[src/rtl/sda_axi_lite_reg_master.sv]
// AXI4-Lite slave to regReq/regAck register bus bridge: one transaction at a time,
// write/read arbitration on conflict, bounded request with SLVERR on timeout.
module sda_axi_lite_reg_master #(
  parameter int AxiAddrWidth  = 12,
  parameter int RegAddrWidth  = 8,
  parameter int TimeoutCycles = 64
) (
  input  logic                    clk,
  input  logic                    srst,
  input  logic                    s_axi_awvalid,
  output logic                    s_axi_awready,
  input  logic [AxiAddrWidth-1:0] s_axi_awaddr,
  input  logic                    s_axi_wvalid,
  output logic                    s_axi_wready,
  input  logic [31:0]             s_axi_wdata,
  input  logic [3:0]              s_axi_wstrb,
  output logic                    s_axi_bvalid,
  input  logic                    s_axi_bready,
  output logic [1:0]              s_axi_bresp,
  input  logic                    s_axi_arvalid,
  output logic                    s_axi_arready,
  input  logic [AxiAddrWidth-1:0] s_axi_araddr,
  output logic                    s_axi_rvalid,
  input  logic                    s_axi_rready,
  output logic [31:0]             s_axi_rdata,
  output logic [1:0]              s_axi_rresp,
  output logic                    regReq,
  input  logic                    regAck,
  output logic                    regWriteEn,
  output logic [RegAddrWidth-1:0] regAddr,
  output logic [31:0]             regWData,
  output logic [3:0]              regWStrb,
  input  logic [31:0]             regRData
);

  localparam int CntWidth = $clog2(TimeoutCycles);

  typedef enum logic [1:0] {IDLE, ACC, REQ, RESP} state_t;

  state_t                  state, nextState;
  logic [CntWidth-1:0]     cnt;
  logic                    lastGrantRead;
  logic                    isRead;
  logic                    grantRead;
  logic                    wrPend, rdPend;
  logic                    timeoutHit;
  logic [RegAddrWidth-1:0] capAddr;
  logic                    unusedAddrBits;

  assign unusedAddrBits = ^{s_axi_awaddr, s_axi_araddr};

  always_ff @(posedge clk) begin
    if (srst) state <= IDLE;
    else      state <= nextState;
  end

  always_comb begin
    nextState  = state;
    wrPend     = s_axi_awvalid & s_axi_wvalid;
    rdPend     = s_axi_arvalid;
    // On conflict the side not granted last time wins
    grantRead  = rdPend & (~wrPend | ~lastGrantRead);
    timeoutHit = (cnt == CntWidth'(TimeoutCycles - 1));
    capAddr    = isRead ? s_axi_araddr[RegAddrWidth-1:0] : s_axi_awaddr[RegAddrWidth-1:0];
    unique case (state)
      IDLE:    if (wrPend | rdPend) nextState = ACC;
      ACC:     nextState = REQ;
      REQ:     if (regAck | timeoutHit) nextState = RESP;
      RESP:    if (isRead ? s_axi_rready : s_axi_bready) nextState = IDLE;
      default: nextState = IDLE;
    endcase
  end

  always_ff @(posedge clk) begin
    if (srst) begin
      s_axi_awready <= 1'b0;
      s_axi_wready  <= 1'b0;
      s_axi_arready <= 1'b0;
      s_axi_bvalid  <= 1'b0;
      s_axi_bresp   <= '0;
      s_axi_rvalid  <= 1'b0;
      s_axi_rdata   <= '0;
      s_axi_rresp   <= '0;
      regReq        <= 1'b0;
      regWriteEn    <= 1'b0;
      regAddr       <= '0;
      regWData      <= '0;
      regWStrb      <= '0;
      cnt           <= '0;
      isRead        <= 1'b0;
      lastGrantRead <= 1'b1;
    end else begin
      s_axi_awready <= 1'b0;
      s_axi_wready  <= 1'b0;
      s_axi_arready <= 1'b0;
      unique case (state)
        IDLE: begin
          if (nextState == ACC) begin
            isRead        <= grantRead;
            s_axi_awready <= ~grantRead;
            s_axi_wready  <= ~grantRead;
            s_axi_arready <= grantRead;
          end
        end
        ACC: begin
          lastGrantRead <= isRead;
          regReq        <= 1'b1;
          regWriteEn    <= ~isRead;
          regAddr       <= {capAddr[RegAddrWidth-1:2], 2'b00};
          regWData      <= isRead ? '0 : s_axi_wdata;
          regWStrb      <= isRead ? '0 : s_axi_wstrb;
          cnt           <= '0;
        end
        REQ: begin
          cnt <= cnt + 1'b1;
          // Ack takes priority over a coincident timeout
          if (regAck | timeoutHit) begin
            regReq       <= 1'b0;
            regWriteEn   <= 1'b0;
            regAddr      <= '0;
            regWData     <= '0;
            regWStrb     <= '0;
            s_axi_bvalid <= ~isRead;
            s_axi_rvalid <= isRead;
            s_axi_bresp  <= (!isRead && !regAck) ? 2'b10 : 2'b00;
            s_axi_rresp  <= (isRead && !regAck) ? 2'b10 : 2'b00;
            s_axi_rdata  <= (isRead && regAck) ? regRData : '0;
          end
        end
        RESP: begin
          if (nextState == IDLE) begin
            s_axi_bvalid <= 1'b0;
            s_axi_rvalid <= 1'b0;
            s_axi_bresp  <= '0;
            s_axi_rresp  <= '0;
            s_axi_rdata  <= '0;
          end
        end
        default: ;
      endcase
    end
  end

endmodule
[config.mk]
export PLATFORM = sky130hd
export DESIGN_NAME = sda_axi_lite_reg_master
export DESIGN_NICKNAME = d
export VERILOG_FILES = /design/src/rtl/sda_axi_lite_reg_master.sv
export SDC_FILE = /design/constraint.sdc
export NUM_CORES = 1
export LEC_CHECK = 0
export CAP_MARGIN = 20
export CORE_MARGIN = 5
export CORE_UTILIZATION = 38
export CTS_BUF_LIST = sky130_fd_sc_hd__clkbuf_4 sky130_fd_sc_hd__clkbuf_8 sky130_fd_sc_hd__clkbuf_16
export DETAILED_ROUTE_END_ITERATION = 8
export PLACE_DENSITY = 0.81
export SYNTH_ARGS = -nofsm -noshare
export SYNTH_HDL_FRONTEND = slang
export SYNTH_SLANG_ARGS = --single-unit
[constraint.sdc]
create_clock -name clk -period 3.19 [get_ports clk]
set_clock_uncertainty 0.1 [all_clocks]
set_input_delay 0.638 -clock clk [delete_from_list [all_inputs] [get_ports clk]]
set_output_delay 0.638 -clock clk [all_outputs]
set_load 0.05 [all_outputs]
==> results_dict.tcl <==
set metrics [dict create \
    status "completed" \
    antenna_found_initial 0 \
    internal_power_w 0.00229 \
    synth_top_area_cell "dfxtp_1" \
    period_needed_ps 2550 \
    fin_crit_sh_pct 80.1 \
    setup_viol 0 \
    cap_viol_max_count 0 \
    insertion_delay_ps 350 \
    max_freq_mhz 392 \
    swShare_pct 42.2 \
    synth_area_per_cell_um2 10.4 \
    seq_area_frac_synth_pct 54.8 \
    rsz0062_at_grt "false" \
    power_density_mw_per_mm2 746 \
    via_count 3067 \
    area_growth_syn_to_layout_pct 58.2 \
    ys.warnings.count 0 \
    synth_top_flop_cell "dfxtp_1" \
    yosysMostFrequentCell "dfxtp_1" \
    ys_seq_elements 92 \
    post_cts_buffers 0 \
    startpoint_type "flop" \
    clk_pin_slew_ps 90 \
    drt_iter0_markers 151 \
    diodes 0 \
    setup_tns_ps 0 \
    slowest_stage "ha_1" \
    cts_hold_buf 0 \
    routedWlPerCell_um 16.6 \
    grt_pass1_wl_mm 16.1 \
    die_x_um 104 \
    cts_tree "yes" \
    crit_fanout 36 \
    post_dp_cell_area_mm2 0.00514 \
    finalMaxSlewViolations 0 \
    synthTopCellsByCount "dfxtp_1, nor2_1, a22oi_1" \
    io_buffers 170 \
    placementRows 34 \
    crit_path_max_incr_delay_ps 420 \
    fp.dieH_um 104 \
    route.detailed.drc 0 \
    power.clock.fraction_pct 18.3 \
    initial_utilization_pct 38.7 \
    postCtsResizedCells 0 \
    grt.total_usage_pct 17.9 \
    drive_above_1_share_pct 7.14 \
    nNetsFinal 592 \
    endpoint_kind "flop" \
    syn_area_mm2 0.00336 \
    cp_top_family "simple AND/OR/NAND/NOR gates" \
    synth_edf_count 0 \
    power_frac_comb_pct 45.7 \
    final_hold_viol_count 0 \
    async_flop_share_pct 0 \
    postSynthCellCount 323 \
    numCtsBuffers 9 \
    place.gp.congestion 0.823 \
    ir_worst_vdd_uv 425 \
    synth.distinct_cells 41 \
    cts_buffer_depth 2 \
    timing.hold.ws_ps 382 \
    fin_area_mm2 0.00532 \
    cp.arrival_ps 2750 \
    cts_sinks 92 \
    grt_remaining_overflow 0 \
    synth.area.top_cells "dfxtp_1, a22o_1, a22oi_1, nor2_1, ha_1" \
    grt_pass1_vias 3210 \
    core-area_mm2 0.00868 \
    fin_util_pct 61.3 \
    dp_hpwl_mm 7.44 \
    hold_class "reg2reg" \
    die_area_mm2 0.0108 \
    worstPathRequired_ps 3380 \
    root_buffer "clkbuf_8" \
    h-tree-depth 3 \
    ioPinCount 187 \
    path_class "reg2reg" \
    drt-total-wl_mm 9.93 \
    p_sw_w 0.00167 \
    p_seq_share_pct 36.0 \
    leakage_nw 2.00 \
    grt_max_degree 50 \
    ant_nets 0 \
    dr.pass1.iters 4 \
    viasPerCell 5.13 \
    tightestPinTransition_ps 972 \
    synth_top_area_share_pct 54.8 \
    worst-path-buf-inv 2 \
    power_w 0.00397 \
    crit_chain "inv_1 > ha_1 > and4_1 > a21oi_1 > or3b_4 > a221oi_4 > buf_12 > a22o_1" \
    slew_headroom_pct 35.0 \
]
-- metrics by stage --
step	setup slack [ps]	instances
after global routing	489	598
after floorplan	908	326
after global placement	522	582
final	636	598
after detailed placement	477	582
after CTS	653	598
-- metal layers --
metal	vias up	part of all wire (%)	track usage, %
li1	1480	-	-
met1	1457	40	19.5
met2	123	49	31.3
met3	7	9.6	8.94
met4	0	0.92	3.98
met5	-	0	0
-- state kept, by name, summed over array words and instances, names as in the netlist, 2 cells and up --
name,flops
regWData,32
s_axi_rdata,32
cnt,6
regAddr,6
regWStrb,4
state,2
-- worst paths after layout --
kind / startpoint / endpoint / slack [ps] / cells after the start
worst min-delay path: s_axi_rdata[20] / s_axi_rdata[20] / 380 / 1
worst max-delay path: state[0] / s_axi_rdata[25] / 640 / 8
worst max register to register: state[0] / s_axi_rdata[25] / 640 / 8
worst min register to register: s_axi_rdata[20] / s_axi_rdata[20] / 380 / 1
-- layout by cell type (no fill, tap or decap), types with 2 or more instances in the layout --
master | netlist | layout
clkbuf_8 | 0 | 9
mux2_2 | 6 | 6
buf_12 | 0 | 2
nand4_1 | 2 | 2
dfxtp_1 | 92 | 92
buf_4 | 6 | 4
nor3_1 | 2 | 2
o21ai_0 | 2 | 2
clkdlybuf4s50_1 | 0 | 169
and3_1 | 2 | 2
conb_1 | 1 | 4
inv_1 | 6 | 6
a21oi_1 | 5 | 5
nor2b_1 | 4 | 2
inv_6 | 0 | 2
ha_1 | 7 | 7
nand2_1 | 10 | 10
nor2_1 | 50 | 50
clkinv_4 | 0 | 2
a22oi_1 | 42 | 42
nand2b_1 | 3 | 3
a22o_1 | 36 | 36
xor2_1 | 3 | 3
nor2b_2 | 0 | 2
and2_1 | 3 | 3
-- power groups by stage --
| stage | sequential (W) | combinational, W | clock [W] |
|---|---|---|---|
| 6_report | 0.00143 | 0.00182 | 0.000724 |
| 5_1_grt | 0.00146 | 0.00193 | 0.000805 |
| 4_1_cts | 0.00143 | 0.00183 | 0.000751 |
| 3_5_place_dp | 0.00145 | 0.00182 | 0 |
| 3_3_place_gp | 0.00144 | 0.00179 | 0 |
| 2_1_floorplan | 0.00198 | 0.000677 | 0 |
-- cell families (layout without fill, tap and decap cells) --
family	after synthesis	in the layout	share of synthesized area, %
fa+ha+maj	7	7	2.61
buf+inv	34	198	5.14
compound gates	95	95	22.6
mux	8	8	2.75
xor+xnor	3	3	0.782
other cells	1	4	0.112
flops	92	92	54.8
simple gates	83	83	11.2
-- layout make-up --
cell class | count | area [um2]
clock buffers | 10 | 131
well taps | 108 | 135
multi-input cells | 200 | 1380
clock inverters | 6 | 47.5
fillers | 752 | 3360
repair buffers | 176 | 1770
inverters | 6 | 22.5
flip-flops and latches | 92 | 1840
Power figures use the tool's default switching activity.
